**src/rtl/uart_rx_pkg.sv**
```systemverilog
// Shared definitions for the UART receive core: FSM states, legal prescale
// values, and the bit-level helper functions used by the core and sampler.
package uart_rx_pkg;

  typedef enum logic [2:0] {
    IDLE,
    START,
    DATA,
    PARITY,
    STOP
  } rx_state_e;

  localparam int PRESC_8    = 8;
  localparam int PRESC_16   = 16;
  localparam int PRESC_32   = 32;
  localparam int MAX_DATA_W = 9;

  // Expected parity bit: even parity is the XOR of the payload, odd inverts it.
  function automatic logic exp_parity(input logic [MAX_DATA_W-1:0] data,
                                      input logic                  odd);
    return (^data) ^ odd;
  endfunction

  function automatic logic majority3(input logic [2:0] s);
    return (s[0] & s[1]) | (s[0] & s[2]) | (s[1] & s[2]);
  endfunction

endpackage

```
**src/rtl/uart_rx_sampler.sv**
```systemverilog
// Three-sample majority voter: captures RX_IN at edges P/2-1, P/2, P/2+1 and
// presents the voted bit with sample_done on the decision edge P/2+2.
module uart_rx_sampler
  import uart_rx_pkg::*;
#(
  parameter int PRESC_W = 6
) (
  input  logic               CLK,
  input  logic               RST,
  input  logic [PRESC_W-1:0] edge_cnt,
  input  logic [PRESC_W-1:0] presc,
  input  logic               rx_in,
  output logic               bit_val,
  output logic               sample_done
);

  logic [PRESC_W-1:0] half;
  logic [2:0]         smp_q;
  logic [2:0]         smp_d;

  assign half = presc >> 1;

  always_comb begin
    smp_d = smp_q;
    if (edge_cnt == half - PRESC_W'(1)) smp_d[0] = rx_in;
    if (edge_cnt == half)               smp_d[1] = rx_in;
    if (edge_cnt == half + PRESC_W'(1)) smp_d[2] = rx_in;
  end

  always_ff @(posedge CLK or negedge RST) begin
    if (!RST) begin
      smp_q <= '0;
    end else begin
      smp_q <= smp_d;
    end
  end

  assign bit_val     = majority3(smp_q);
  assign sample_done = (edge_cnt == half + PRESC_W'(2));

endmodule

```
**src/rtl/uart_rx_core.sv**
```systemverilog
// UART receive core: start detect, majority-vote sampling, LSB-first shift,
// parity and stop checking with per-frame error pulses.
// Define UART_RX_BREAK_DET_EN to add the break_det output and break hold-off.
module uart_rx_core
  import uart_rx_pkg::*;
#(
  parameter int DATA_WIDTH = 8,
  parameter int PRESC_W    = 6
) (
  input  logic                  CLK,
  input  logic                  RST,
  input  logic                  RX_IN,
  input  logic [PRESC_W-1:0]    Prescale,
  input  logic                  PAR_EN,
  input  logic                  PAR_TYP,
  input  logic                  STOP2,
  output logic [DATA_WIDTH-1:0] P_DATA,
  output logic                  data_valid,
  output logic                  par_err,
  output logic                  stp_err,
  output logic                  cfg_err,
`ifdef UART_RX_BREAK_DET_EN
  output logic                  break_det,
`endif
  output logic                  busy
);

  localparam int BIT_W = $clog2(DATA_WIDTH);

  rx_state_e             state_q, state_d;
  logic [PRESC_W-1:0]    edge_cnt_q, edge_cnt_d;
  logic [BIT_W-1:0]      bit_cnt_q, bit_cnt_d;
  logic [DATA_WIDTH-1:0] shift_q, shift_d;
  logic [PRESC_W-1:0]    presc_q, presc_d;
  logic                  par_en_q, par_en_d;
  logic                  par_typ_q, par_typ_d;
  logic                  stop2_q, stop2_d;
  logic                  par_flag_q, par_flag_d;
  logic                  stp_flag_q, stp_flag_d;
  logic [DATA_WIDTH-1:0] p_data_q, p_data_d;
  logic                  data_valid_q, data_valid_d;
  logic                  par_err_q, par_err_d;
  logic                  stp_err_q, stp_err_d;
`ifdef UART_RX_BREAK_DET_EN
  logic                  brk_all0_q, brk_all0_d;
  logic                  brk_wait_q, brk_wait_d;
  logic                  break_det_q, break_det_d;
  logic                  all0_now;
`endif

  logic                  bit_val;
  logic                  sample_done;
  logic                  edge_last;
  logic [PRESC_W-1:0]    edge_nxt;
  logic                  stp_now;

  uart_rx_sampler #(
    .PRESC_W(PRESC_W)
  ) u_sampler (
    .CLK        (CLK),
    .RST        (RST),
    .edge_cnt   (edge_cnt_q),
    .presc      (presc_q),
    .rx_in      (RX_IN),
    .bit_val    (bit_val),
    .sample_done(sample_done)
  );

  assign cfg_err = (Prescale != PRESC_W'(PRESC_8)) &&
                   (Prescale != PRESC_W'(PRESC_16)) &&
                   (Prescale != PRESC_W'(PRESC_32));

  assign edge_last = (edge_cnt_q == presc_q - PRESC_W'(1));
  assign edge_nxt  = edge_last ? '0 : edge_cnt_q + PRESC_W'(1);
  // Stop error including the stop bit being decided this cycle.
  assign stp_now   = stp_flag_q | ~bit_val;

  always_comb begin
    state_d      = state_q;
    edge_cnt_d   = edge_cnt_q;
    bit_cnt_d    = bit_cnt_q;
    shift_d      = shift_q;
    presc_d      = presc_q;
    par_en_d     = par_en_q;
    par_typ_d    = par_typ_q;
    stop2_d      = stop2_q;
    par_flag_d   = par_flag_q;
    stp_flag_d   = stp_flag_q;
    p_data_d     = p_data_q;
    data_valid_d = 1'b0;
    par_err_d    = 1'b0;
    stp_err_d    = 1'b0;
`ifdef UART_RX_BREAK_DET_EN
    brk_all0_d   = brk_all0_q;
    brk_wait_d   = brk_wait_q;
    break_det_d  = 1'b0;
    all0_now     = brk_all0_q & ~bit_val;
`endif

    case (state_q)
      IDLE: begin
        edge_cnt_d = '0;
        bit_cnt_d  = '0;
`ifdef UART_RX_BREAK_DET_EN
        // After a break, count consecutive high cycles before re-arming.
        if (brk_wait_q) begin
          if (RX_IN) begin
            if (edge_last) brk_wait_d = 1'b0;
            else           edge_cnt_d = edge_nxt;
          end
        end else
`endif
        if (!RX_IN && !cfg_err) begin
          state_d    = START;
          edge_cnt_d = PRESC_W'(1);
          presc_d    = Prescale;
          par_en_d   = PAR_EN;
          par_typ_d  = PAR_TYP;
          stop2_d    = STOP2;
          par_flag_d = 1'b0;
          stp_flag_d = 1'b0;
`ifdef UART_RX_BREAK_DET_EN
          brk_all0_d = 1'b1;
`endif
        end
      end

      START: begin
        edge_cnt_d = edge_nxt;
        if (sample_done && bit_val) begin
          state_d    = IDLE;
          edge_cnt_d = '0;
        end else if (edge_last) begin
          state_d   = DATA;
          bit_cnt_d = '0;
        end
      end

      DATA: begin
        edge_cnt_d = edge_nxt;
        if (sample_done) begin
          shift_d = {bit_val, shift_q[DATA_WIDTH-1:1]};
`ifdef UART_RX_BREAK_DET_EN
          brk_all0_d = all0_now;
`endif
        end
        if (edge_last) begin
          if (bit_cnt_q == BIT_W'(DATA_WIDTH - 1)) begin
            state_d   = par_en_q ? PARITY : STOP;
            bit_cnt_d = '0;
          end else begin
            bit_cnt_d = bit_cnt_q + BIT_W'(1);
          end
        end
      end

      PARITY: begin
        edge_cnt_d = edge_nxt;
        if (sample_done) begin
          if (bit_val != exp_parity(MAX_DATA_W'(shift_q), par_typ_q)) par_flag_d = 1'b1;
`ifdef UART_RX_BREAK_DET_EN
          brk_all0_d = all0_now;
`endif
        end
        if (edge_last) begin
          state_d   = STOP;
          bit_cnt_d = '0;
        end
      end

      STOP: begin
        edge_cnt_d = edge_nxt;
        if (sample_done) begin
          if (stop2_q && (bit_cnt_q == '0)) begin
            stp_flag_d = stp_now;
`ifdef UART_RX_BREAK_DET_EN
            brk_all0_d = all0_now;
`endif
          end else begin
            // Last stop bit decided: leave early so the next start edge is caught.
            state_d    = IDLE;
            edge_cnt_d = '0;
            bit_cnt_d  = '0;
            p_data_d   = shift_q;
            par_err_d  = par_flag_q;
            stp_err_d  = stp_now;
            par_flag_d = 1'b0;
            stp_flag_d = 1'b0;
`ifdef UART_RX_BREAK_DET_EN
            break_det_d  = all0_now;
            brk_wait_d   = all0_now;
            data_valid_d = !par_flag_q && !stp_now && !all0_now;
`else
            data_valid_d = !par_flag_q && !stp_now;
`endif
          end
        end else if (edge_last) begin
          bit_cnt_d = bit_cnt_q + BIT_W'(1);
        end
      end

      default: state_d = IDLE;
    endcase
  end

  always_ff @(posedge CLK or negedge RST) begin
    if (!RST) begin
      state_q      <= IDLE;
      edge_cnt_q   <= '0;
      bit_cnt_q    <= '0;
      shift_q      <= '0;
      presc_q      <= '0;
      par_en_q     <= 1'b0;
      par_typ_q    <= 1'b0;
      stop2_q      <= 1'b0;
      par_flag_q   <= 1'b0;
      stp_flag_q   <= 1'b0;
      p_data_q     <= '0;
      data_valid_q <= 1'b0;
      par_err_q    <= 1'b0;
      stp_err_q    <= 1'b0;
`ifdef UART_RX_BREAK_DET_EN
      brk_all0_q   <= 1'b0;
      brk_wait_q   <= 1'b0;
      break_det_q  <= 1'b0;
`endif
    end else begin
      state_q      <= state_d;
      edge_cnt_q   <= edge_cnt_d;
      bit_cnt_q    <= bit_cnt_d;
      shift_q      <= shift_d;
      presc_q      <= presc_d;
      par_en_q     <= par_en_d;
      par_typ_q    <= par_typ_d;
      stop2_q      <= stop2_d;
      par_flag_q   <= par_flag_d;
      stp_flag_q   <= stp_flag_d;
      p_data_q     <= p_data_d;
      data_valid_q <= data_valid_d;
      par_err_q    <= par_err_d;
      stp_err_q    <= stp_err_d;
`ifdef UART_RX_BREAK_DET_EN
      brk_all0_q   <= brk_all0_d;
      brk_wait_q   <= brk_wait_d;
      break_det_q  <= break_det_d;
`endif
    end
  end

  assign P_DATA     = p_data_q;
  assign data_valid = data_valid_q;
  assign par_err    = par_err_q;
  assign stp_err    = stp_err_q;
  assign busy       = (state_q != IDLE);
`ifdef UART_RX_BREAK_DET_EN
  assign break_det  = break_det_q;
`endif

endmodule
```
**config.mk**
```make
export PLATFORM = sky130hd
export DESIGN_NAME = uart_rx_core
export DESIGN_NICKNAME = d
export VERILOG_FILES = /design/src/rtl/uart_rx_pkg.sv /design/src/rtl/uart_rx_sampler.sv /design/src/rtl/uart_rx_core.sv
export SDC_FILE = /design/constraint.sdc
export NUM_CORES = 1
export LEC_CHECK = 0
export BUFFER_PORTS_ARGS = -buffer_cell sky130_fd_sc_hd__buf_2
export CAP_MARGIN = 30
export CORE_MARGIN = 2
export CORE_UTILIZATION = 35
export DETAILED_ROUTE_END_ITERATION = 6
export PLACE_DENSITY_LB_ADDON = 0.12
export SLEW_MARGIN = 10
export SYNTH_ARGS = -nofsm -noshare
export SYNTH_HDL_FRONTEND = slang
export SYNTH_SLANG_ARGS = --single-unit
```
**constraint.sdc**
```tcl
create_clock -name CLK -period 3.66 [get_ports CLK]
set_input_delay 0.732 -clock CLK [delete_from_list [all_inputs] [get_ports CLK]]
set_output_delay 0.732 -clock CLK [all_outputs]
set_load 0.005 [all_outputs]
```
Word level (Yosys, flattened, before mapping)
Cells that the tools add are included.
Widths: inputs -> output; s select.
{"block": "totals", "regBits": 45, "output_inout_bits": 13, "elab_cells": 125}
{"block": "op_classes", "n_addsub": 6, "eq_ne": 26, "n_mux": 41, "n_bitwise": 9, "reduce_logical": 26}
{"cell": "$mux 3", "n": 15}
{"cell": "$pmux 3 s5", "n": 2}
{"cell": "$eq 6x6->1", "n": 4}
{"cell": "$mux 6", "n": 4}
{"cell": "$pmux 6 s4", "n": 1}
{"cell": "$ne 2x2->1 const B", "n": 9}
{"cell": "$mux 1", "n": 17}
{"cell": "$ne 3x3->1 const B", "n": 3}
{"cell": "$reduce_xor 9->1", "n": 1}
{"cell": "$reduce_and 7->1", "n": 1}
{"cell": "$add 5x1->6 const B", "n": 1}
{"cell": "$add 5x2->6 const B", "n": 1}
{"cell": "$add 6x1->6 const B", "n": 1}
{"cell": "$eq 3x2->1 const B", "n": 2}
{"cell": "$eq 3x3->1 const B", "n": 2}
{"cell": "$eq 6x5->1", "n": 1}
{"cell": "$logic_and 1x1->1", "n": 6}
{"cell": "$logic_not 3->1", "n": 2}
{"cell": "$ne 6x4->1 const B", "n": 1}
{"cell": "$ne 6x5->1 const B", "n": 1}
{"cell": "$ne 6x6->1 const B", "n": 1}
{"cell": "$reduce_and 3->1", "n": 2}
{"cell": "$reduce_and 6->1", "n": 1}
{"cell": "$reduce_bool 3->1", "n": 2}
{"cell": "other kinds (18)", "n": 27}

Depth between registers and ports, before layout
{"block": "logic_depth", "ltp_word": 10, "mapped_depth": 10}

Hierarchy
From an unflattened synthesis, not the netlist that was laid out.
{"block": "unflattened", "cells_unflattened": 290, "hier_area_um2": 2791.4}
{"module": "uart_rx_core", "n_inst": 1, "cells_per_inst": 224, "area_per_inst_um2": 2275.9}
{"module": "uart_rx_sampler", "n_inst": 1, "cells_per_inst": 66, "area_per_inst_um2": 515.5}

Worst setup path before layout
Ideal clock, no wire load.
{"block": "synth_timing", "path_kind": "register -> register", "start": "reg presc_q[2]", "end": "reg p_data_q[0] (netlist: P_DATA[0])", "setup_time_ps": 125, "t_arrival_ps": 2289, "path_slack_ps": 1246, "stages_incl_launch_ff": 9, "cell_sequence": "dfrtp_1 -> ha_1 -> o21ba_1 -> a221o_1 -> a211oi_2 -> and2b_1 -> and2_4 -> buf_12 -> mux2_4"}
{"block": "synth_via", "elab_chain_len": 3}
{"element": "from (decl)", "line": "uart_rx_core.sv:34", "rtl": "logic [PRESC_W-1:0] presc_q, presc_d;"}
{"element": "from (signal assigned)", "line": "uart_rx_core.sv:232", "rtl": "presc_q <= presc_d;"}
{"element": "$add 5x2->6", "line": "uart_rx_sampler.sv:39", "rtl": "assign sample_done = (edge_cnt == half + PRESC_W'(2));"}
{"element": "$eq 6x6->1", "line": "uart_rx_sampler.sv:39"}
{"element": "$reduce_and 3->1 (no line)"}
{"element": "to (signal assigned)", "line": "uart_rx_core.sv:238", "rtl": "p_data_q <= p_data_d;"}
{"element": "to (decl)", "line": "uart_rx_core.sv:40", "rtl": "logic [DATA_WIDTH-1:0] p_data_q, p_data_d;"}
No other way between the ends.
A chain may end at the register's enable or synchronous reset.

Worst setup path after layout
{"block": "layout_timing", "start": "reg presc_q[3]", "end": "reg p_data_q[5] (netlist: P_DATA[5])"}
The elaborated chain is that of the path after synthesis.

==> flow_summary.ini <==
[power_and_ir_drop]
total_leakage_power_nw = 1.45
power_per_cell_area_nw_per_um2 = 645
peakVddDrop_mv = 0.358

[timing]
worstMarginPinSlew_ns = 0.610
post-route-period-util_pct = 77.7
final_hold_violation_count = 0
max-slew-margin-rel_pct = 59.1
timing.final.setup_violations = 0
layout_setup_ws_ns = 0.815
unrepaired_setup_endpoints_after_global_routing = no
setup-tns-final_ns = 0
finalWorstPathRequiredPeriod_ns = 2.85
timing.fmax_ghz = 0.351
hold_ws_ns = 0.363
layout_skew_ns = 0.00787
final-max-slew-violation-count = 0

[cells_and_area]
multi_input_comb_area_um2 = 1560
final_core_util_pct = 40.2
post_route_cells_drive_above_1_share_pct = 19.8
final_nets = 319
layout_commonest_cell = sky130_fd_sc_hd__dfrtp_1
total_area_of_sequential_cells_um2 = 1130
mostFrequentLayoutCells = sky130_fd_sc_hd__dfrtp_1 (45), sky130_fd_sc_hd__nand2_1 (29), sky130_fd_sc_hd__buf_2 (24)
antennaDiodeCount = 0
areaGrowthSynthToFinish_pct = 10.5
final.fill_count = 802

[logic_synthesis]
post_synth_instance_area_um2 = 2830
synth_top_flop_cell = sky130_fd_sc_hd__dfrtp_1
syn_avg_cell_area_um2 = 10.2
synth_area_leader_cell = sky130_fd_sc_hd__dfrtp_1
synthArstFlopShare_pct = 100
synth_cell_types = 58
syn_inst = 278
synth-edff-count = 0
synth.yosys.seq_area_share_pct = 39.8
synth_top_cells_by_area = sky130_fd_sc_hd__dfrtp_1 (40%), sky130_fd_sc_hd__mux2_4 (6.9%), sky130_fd_sc_hd__xor2_1 (4.6%)
synth_warnings = 0
syn_nets = 300
post_synthesis_sequential_element_count = 45
synthDominantCellAreaShare_pct = 39.8

[global_route]
grt_pass1_wl_mm = 10.1
globalRoute.totalOverflow = 0
maximum_number_of_pins_on_one_net_before_global_route_repair = 29
total_routing_resource_utilization_after_global_routing_pct = 14.8
first_global_vias = 1988
grt_antenna_before_repair = 0

[die]
boundaryPins = 25
floorplan.die.height_um = 93.9
placementRows = 32
design.die.area_um2 = 8810
dieWidth_um = 93.9
floorplan.core_area_um2 = 7770
floorplan.initialDensity_pct = 36.4

[clocking]
cts_hold_repair.buffers = 0
cts_tree = yes
cts_repair_resize_count = 0
cts.sink_count = 45
max-clock-path-buffers = 2
clk_transition_reported_paths_ns = 0.09
insertion_delay_ns = 0.30
cts_root_buffer = sky130_fd_sc_hd__clkbuf_8
post-cts-setup-buffer-count = 0
cts_made_buffers = 5
cts-htree-levels = 2

[placement]
globalplace.congestion = 0.807
place_ws_ns = 0.867
total_of_buffers_placed_on_input_and_output_ports = 24
sum_of_net_half_perimeters_after_detailed_placement_mm = 4.64

[critical_path]
worst-endpoint-arrival_ns = 3.03
crit_required_ns = 3.85
ff2ff_setup_slack_ns = 0.81
r2r_cells = 7
crit_path_max_fanout = 11
crit_path_start_kind = register
path_class = register to register
timing.rr.start = presc_q[3]$_DFFE_PN0P_
crit_path_start = presc_q[3]$_DFFE_PN0P_
cp-end-kind = register
setup.worst_path.end = P_DATA[5]$_DFFE_PN0P_
rr_endpoint = P_DATA[5]$_DFFE_PN0P_

[detailed_routing]
wire_length_per_cell_um = 15.5
detail_route.iter0.violations = 90
drc_errors = 0
wl_mm = 6.19
final_antenna_net_count = 0
detailed_routing_iteration_count_for_the_pre_antenna_repair_pass = 4
via_count = 2042
detail_route.vias_per_cell = 5.11

[run_status]
outcome = completed

[min_path]
hp-class = input pin to asynchronous set/reset pin

[flow_run]
cap_viol_max_count = 0
==> layer usage <==
| layer | track usage (%) | vias to the layer above | routed length, um |
|---|---|---|---|
| li1 | - | 1015 | - |
| met2 | 24.5 | 24 | 2990 |
| met3 | 2.89 | 7 | 173 |
| met5 | 0 | - | 0 |
| met4 | 4.11 | 0 | 69 |
| met1 | 19.6 | 996 | 2950 |
==> Yosys cell counts (3+ instances only) <==
| cell | n |
|---|---|
| sky130_fd_sc_hd__ha_1 | 10 |
| sky130_fd_sc_hd__mux2_1 | 3 |
| sky130_fd_sc_hd__xor2_1 | 15 |
| sky130_fd_sc_hd__nor3_1 | 5 |
| sky130_fd_sc_hd__a211oi_1 | 3 |
| sky130_fd_sc_hd__nand4_1 | 4 |
| sky130_fd_sc_hd__inv_1 | 12 |
| sky130_fd_sc_hd__o21a_1 | 4 |
| sky130_fd_sc_hd__a21oi_1 | 4 |
| sky130_fd_sc_hd__o21ai_1 | 4 |
| sky130_fd_sc_hd__nand3b_1 | 4 |
| sky130_fd_sc_hd__nand2_1 | 29 |
| sky130_fd_sc_hd__nand3_1 | 5 |
| sky130_fd_sc_hd__dfrtp_1 | 45 |
| sky130_fd_sc_hd__o21ai_0 | 14 |
| sky130_fd_sc_hd__mux2_4 | 13 |
| sky130_fd_sc_hd__nor2_1 | 16 |
| sky130_fd_sc_hd__o211ai_1 | 4 |
| sky130_fd_sc_hd__clkbuf_1 | 9 |
| sky130_fd_sc_hd__a31oi_1 | 4 |
| sky130_fd_sc_hd__a21o_1 | 6 |
| sky130_fd_sc_hd__xnor2_1 | 14 |
| sky130_fd_sc_hd__nand2b_1 | 4 |
==> registers in the layout, indices dropped and copies added, names as in the netlist, 3 cells and up <==
name	flops
presc_q	6
edge_cnt_q	6
u_sampler.smp_q	3
bit_cnt_q	3
shift_q	8
state_q	3
P_DATA	8
==> final cells by class <==
cell class,instances,share of cell area (%)
repair buffers,27,4.96
well taps,102,4.08
flip-flops and latches,45,36.0
clock buffers,6,2.32
multi-input cells,206,49.9
inverters,12,1.44
clock inverters,2,1.24
==> critical path: stages, from the launching register on <==
cell	delay [ns]
sky130_fd_sc_hd__dfrtp_1	0.54
sky130_fd_sc_hd__ha_1	0.31
sky130_fd_sc_hd__o21ba_1	0.19
sky130_fd_sc_hd__a221o_1	0.39
sky130_fd_sc_hd__a211oi_2	0.50
sky130_fd_sc_hd__and2b_1	0.23
sky130_fd_sc_hd__and2_4	0.26
sky130_fd_sc_hd__mux2_4	0.31
==> kinds of logic after synthesis <==
family / count (synthesis) / synth area share, %
flops: 45 / 39.8
fa+ha+maj: 10 / 4.42
buf+inv: 27 / 5.00
xor+xnor: 30 / 9.56
mux: 19 / 9.20
compound gates: 65 / 16.6
simple gates: 82 / 15.4
==> metrics by stage <==
| stage | total power [W] | instance area [um2] | std cells |
|---|---|---|---|
| 2_1_floorplan | 0.00145 | 2830 | 278 |
| 3_3_place_gp | 0.00164 | 2990 | 391 |
| 3_5_place_dp | 0.00165 | 3010 | 392 |
| 4_1_cts | 0.00204 | 3130 | 400 |
| 5_1_grt | 0.00217 | 3130 | 400 |
| 6_report | 0.00201 | 3130 | 400 |
==> worst min-delay path by stage <==
stage / end / start / depth (start not counted)
CTS: stp_err$_DFF_PN0_ / RST / 1
global route: stp_err$_DFF_PN0_ / RST / 1
finish: stp_err$_DFF_PN0_ / RST / 1
detailed placement: u_sampler.smp_q[1]$_DFFE_PN0N_ / u_sampler.smp_q[1]$_DFFE_PN0N_ / 2
floorplan: P_DATA[0]$_DFFE_PN0P_ / RST / 0
global placement: u_sampler.smp_q[1]$_DFFE_PN0N_ / u_sampler.smp_q[1]$_DFFE_PN0N_ / 2
==> where the power goes <==
| group | internal (W) | total, W | switching, W | leakage (nW) |
|---|---|---|---|---|
| Sequential | 0.000590 | 0.000769 | 0.000180 | 0.605 |
| Clock | 0.000205 | 0.000381 | 0.000175 | 0.0554 |
| Combinational | 0.000376 | 0.000865 | 0.000488 | 0.794 |
(Power assumes the default switching activity.)
